`src/rtl/switch_debounce.sv`:
```
// Pushbutton conditioner: two-flop synchronizer, counter debounce, and a small
// event FSM that emits single-cycle press, release and long-press pulses.
module switch_debounce #(
  parameter int DEBOUNCE_LIMIT   = 250000,
  parameter int LONG_PRESS_LIMIT = 25000000
) (
  input  logic i_Clk,
  input  logic i_Reset,
  input  logic i_Switch,
  output logic o_Switch,
  output logic o_Press,
  output logic o_Release,
  output logic o_Long_Press
);

  localparam int DB_W = (DEBOUNCE_LIMIT > 1) ? $clog2(DEBOUNCE_LIMIT) : 1;
  localparam int LP_W = $clog2(LONG_PRESS_LIMIT);

  typedef enum logic [1:0] {
    IDLE,
    PRESSED,
    LONG
  } state_t;

  state_t            state, state_nxt;
  logic              sync1, sync2;
  logic [DB_W-1:0]   db_cnt;
  logic [LP_W-1:0]   long_cnt, long_cnt_nxt;
  logic              accept, accept_rise, accept_fall;
  logic              press_nxt, release_nxt, long_nxt;

  // The debounce counter only reaches its terminal value while sync2 disagrees
  // with o_Switch, so acceptance always flips the debounced level.
  assign accept      = (sync2 != o_Switch) && (db_cnt == DB_W'(DEBOUNCE_LIMIT - 1));
  assign accept_rise = accept & sync2;
  assign accept_fall = accept & ~sync2;

  // NOTE: all state uses non-blocking assignments so every flop samples the
  // pre-edge values of its neighbours, matching real hardware ordering.
  always_ff @(posedge i_Clk) begin
    if (i_Reset) begin
      sync1    <= 1'b0;
      sync2    <= 1'b0;
      o_Switch <= 1'b0;
      db_cnt   <= '0;
    end else begin
      sync1 <= i_Switch;
      sync2 <= sync1;
      if (sync2 == o_Switch) begin
        db_cnt <= '0;
      end else if (accept) begin
        o_Switch <= sync2;
        db_cnt   <= '0;
      end else begin
        db_cnt <= db_cnt + 1'b1;
      end
    end
  end

  // NOTE: the reset here is synchronous; it is only seen on a rising i_Clk edge.
  always_ff @(posedge i_Clk) begin
    if (i_Reset) begin
      state        <= IDLE;
      long_cnt     <= '0;
      o_Press      <= 1'b0;
      o_Release    <= 1'b0;
      o_Long_Press <= 1'b0;
    end else begin
      state        <= state_nxt;
      long_cnt     <= long_cnt_nxt;
      o_Press      <= press_nxt;
      o_Release    <= release_nxt;
      o_Long_Press <= long_nxt;
    end
  end

  // NOTE: every output of this block is given a default first so no path can
  // leave it unassigned and infer a latch.
  always_comb begin
    state_nxt    = state;
    long_cnt_nxt = long_cnt;
    press_nxt    = 1'b0;
    release_nxt  = 1'b0;
    long_nxt     = 1'b0;
    case (state)
      IDLE: begin
        if (accept_rise) begin
          press_nxt    = 1'b1;
          long_cnt_nxt = '0;
          state_nxt    = PRESSED;
        end
      end
      PRESSED: begin
        // Release takes priority over a long-press expiry on the same edge.
        if (accept_fall) begin
          release_nxt = 1'b1;
          state_nxt   = IDLE;
        end else if (long_cnt == LP_W'(LONG_PRESS_LIMIT - 1)) begin
          long_nxt  = 1'b1;
          state_nxt = LONG;
        end else begin
          long_cnt_nxt = long_cnt + 1'b1;
        end
      end
      LONG: begin
        if (accept_fall) begin
          release_nxt = 1'b1;
          state_nxt   = IDLE;
        end
      end
      default: state_nxt = IDLE;
    endcase
  end

endmodule

```
`config.mk`:
```
export PLATFORM = sky130hd
export DESIGN_NAME = switch_debounce
export DESIGN_NICKNAME = d
export VERILOG_FILES = /design/src/rtl/switch_debounce.sv
export SDC_FILE = /design/constraint.sdc
export NUM_CORES = 1
export LEC_CHECK = 0
export ABC_AREA = 1
export ABC_CLOCK_PERIOD_IN_PS = 1700
export BUFFER_PORTS_ARGS = -buffer_cell sky130_fd_sc_hd__buf_4
export CORE_MARGIN = 2
export CORE_UTILIZATION = 25
export CTS_CLUSTER_DIAMETER = 200
export DETAILED_ROUTE_END_ITERATION = 12
export GPL_ROUTABILITY_DRIVEN = 0
export GPL_TIMING_DRIVEN = 0
export PLACE_DENSITY = 0.39
export SYNTH_ARGS = -nofsm -noshare
export SYNTH_HDL_FRONTEND = slang
export SYNTH_SLANG_ARGS = --single-unit
```
`constraint.sdc`:
```
create_clock -name i_Clk -period 1.7 [get_ports i_Clk]
set_input_delay 0.255 -clock i_Clk [delete_from_list [all_inputs] [get_ports i_Clk]]
set_output_delay 0.255 -clock i_Clk [all_outputs]
set_load 0.03 [all_outputs]
```
==> flow_metrics.py <==
metrics = {
    "timing": {
        "slew_violations": 0,
        "finalCritPeriodShare_pct": 108,
        "setup-violations-final": 25,
        "rsz0062_at_grt": "yes",
        "clock.fmax_mhz": 547,
        "holdWs_ps": 155,
        "max_slew_margin_pct": 60.1,
        "tns_ps": -2730,
        "layout_setup_ws_ps": -128,
        "final_period_minus_worst_setup_slack_ps": 1830,
        "clock_skew_ps": 6.13,
        "finalHoldViolCount": 0,
        "tightest_slew_ps": 598,
    },
    "synthesis": {
        "synthSimpleGateAreaFrac_pct": 44.1,
        "syn-num-nets": 492,
        "syn_avg_cell_area_sq_um": 6.21,
        "ys_types": 31,
        "synth_area_leader_cell": "dfxtp_1",
        "synth_compound_area_share_pct": 8.62,
        "ys_seq_area_share_pct": 34.0,
        "synth_top_area_share_pct": 34.0,
        "synth_top_family_by_area": "simple AND/OR/NAND/NOR gates",
        "synthTopCellsByArea": "dfxtp_1 34%, nand2_1 17%, nor2_1 12%, nand3_1 9.0%, inv_1 5.5%",
        "synth_cells": 484,
        "synthMuxAreaShare_pct": 0,
        "synth_area_sq_um": 3010,
        "synthAdderAreaFrac_pct": 2.08,
        "ys_warn_count": 0,
        "synth_xor_area_share_pct": 2.04,
        "synth-seq-cells": 51,
    },
    "detailed_routing": {
        "drt-initial-drc-count": 129,
        "vias": 3042,
        "wl_per_cell_um": 13.4,
        "drt-pass1-iter-count": 4,
        "vias_per_cell": 4.59,
        "ant_nets": 0,
        "drc_errors": 0,
        "routed_wl_mm": 8.90,
    },
    "run_status": {
        "violations": "setup timing",
        "status": "complete, but fails checks",
    },
    "placement": {
        "hpwl_mm": 6.45,
        "portBuffers": 6,
        "place_area_sq_um": 3290,
    },
    "clock_network": {
        "clock_latency_ps": 300,
        "clkSinkCount": 51,
        "cts_buffers": 5,
        "clock_path_buffers": 2,
        "cts-root-buf": "clkbuf_16",
        "clk_pin_slew_ps": 70,
        "htreeDepth": 2,
        "cts_tree": "built",
    },
    "setup_path": {
        "worstSetupPathType": "flip-flop to flip-flop",
        "slowest_delay_ps": 360,
        "crit_family": "simple AND/OR/NAND/NOR gates",
        "start_kind": "flip-flop",
        "crit_required_ps": 1860,
        "path_cells": "ha_4, nand2_4, nor2_4, nand2_2, nor2_4, nand3_4, a21oi_4, buf_6, nand2_4, buf_6, nand2_1, a21oi_1",
        "slowest_stage": "dfxtp_2",
        "crit_buf_inv": 2,
        "worst_setup_path_end_kind": "flip-flop",
        "cp.arrival_ps": 1990,
        "worst-path-max-fanout": 10,
    },
    "pwr": {
        "powerDensity_nw_per_um2": 699,
        "irDropWorstVdd_mv": 0.373,
        "power.total_uw": 2690,
        "leakage_uw": 0.00131,
    },
    "final_layout": {
        "seqCellArea_sq_um": 1040,
        "nets": 523,
        "finalCoreUtilization_pct": 32.4,
        "n_fill_cell": 1308,
        "final_cell_area_sq_um": 3840,
        "area_delta_synth_final_pct": 27.8,
        "drive_above_1_share_pct": 21.1,
        "multi_input_area_sq_um": 1910,
        "antennaDiodeCount": 0,
    },
    "global_routing": {
        "grt_start_max_net_pins": 17,
        "grt_pass1_vias": 2937,
        "grt_overflow": 0,
        "gr-usage-all-layers_pct": 14.3,
        "grt_pass1_wl_mm": 14.4,
        "antenna_found_initial": 0,
    },
    "die": {
        "core_area_sq_um": 11900,
        "dieArea_sq_um": 12900,
        "die_x_um": 114,
        "start_util_pct": 25.3,
        "dieHeight_um": 114,
        "pin_count": 7,
        "rows": 40,
    },
    "worst_hold_path": {
        "hp-class": "primary input to flip-flop",
    },
    "flow_run": {
        "drv_cap": 0,
    },
}
## routing by layer
metal / vias to the layer above / global-route usage [%] / wire (um)
met3: 21 / 2.82 / 241
met2: 42 / 25.1 / 4320
met4: 0 / 6.26 / 249
met5: - / 0 / 0
li1: 1597 / - / -
met1: 1382 / 17.0 / 4080
## final cells by class
| type | instances | share of cell area, % |
|---|---|---|
| Inverter | 48 | 4.72 |
| Buffer | 14 | 3.45 |
| Multi-Input combinational cell | 371 | 49.8 |
| Timing Repair Buffer | 24 | 6.42 |
| Clock inverter | 2 | 0.423 |
| Clock buffer | 6 | 3.36 |
| Tap cell | 147 | 4.79 |
| Sequential cell | 51 | 27.0 |
## cells in the final DEF (no fill, tap or decap), types with 8 or more instances in the layout
| master | n |
|---|---|
| nand2_1 | 122 |
| inv_1 | 44 |
| buf_4 | 20 |
| dfxtp_1 | 41 |
| nor2_2 | 13 |
| nor2_1 | 82 |
| nand3_1 | 46 |
| a21oi_1 | 27 |
| nand2_2 | 11 |
| dfxtp_2 | 8 |
| nand3_2 | 8 |
## per-stage QoR
step | cells | setup slack [ps]
after detailed placement | 637 | -336
after floorplan | 484 | 4.09
after global routing | 663 | -255
final | 663 | -128
after global placement | 637 | -318
after CTS | 654 | -172
## worst min-delay path, cell delays in order
cell and delay [ps]:
buf_4 70, inv_1 30, nor2_1 70
## logic make-up after synthesis
logic type / Yosys count
compound gates: 47
simple gates: 312
xor+xnor: 7
flops: 51
fa+ha+maj: 5
buf+inv: 62
## state kept, by name, summed over array words and instances, names as in the netlist
register and count:
sync1 1, long_cnt 25, o_Press 1, sync2 1, state 2, o_Switch 1
o_Release 1, db_cnt 18, o_Long_Press 1
## Yosys cell counts
master and n:
o21ai_0 7, buf_1 1, ha_1 5, nand3b_1 1, or2_2 1, o21a_1 2
nor3b_1 3, nor3_1 7, buf_6 4, a21oi_1 32, nor2_2 2, nand4_1 7
nand3_1 54, nor4_1 1, xor2_1 6, nor2_1 96, nand2_2 1, nand2_1 134
nor2_4 2, a21o_1 1, xnor2_1 1, inv_2 3, o21bai_1 2, buf_4 2
buf_2 4, clkbuf_1 3, inv_1 44, a21oi_2 3, dfxtp_1 51, nand3_2 3
clkinv_1 1
## where the power goes
group | switching [uW] | leakage [uW] | internal [uW] | total, uW
combinational | 193 | 0.000830 | 160 | 354
clock | 506 | 0.0000675 | 554 | 1060
sequential | 45.7 | 0.000418 | 1230 | 1270
total | 745 | 0.00131 | 1940 | 2690
## final timing paths
| check | startpoint | to | slack [ps] | depth (start not counted) |
|---|---|---|---|---|
| setup / recovery | db_cnt[0] | long_cnt[15] | -130 | 12 |
| hold / removal | i_Switch | sync1 | 160 | 3 |
| setup reg to reg | db_cnt[0] | long_cnt[15] | -130 | 12 |
| hold reg to reg | sync1 | sync2 | 430 | 2 |
## repair_timing
action,in CTS,in global routing
endpoints found under the setup margin,37,40
hold endpoints to repair,0,0
setup buffers,8,8
pin swaps,13,10
cloned,1,1
hold buffers,0,0
resized for setup,32,32
Power figures use the tool's default switching activity.
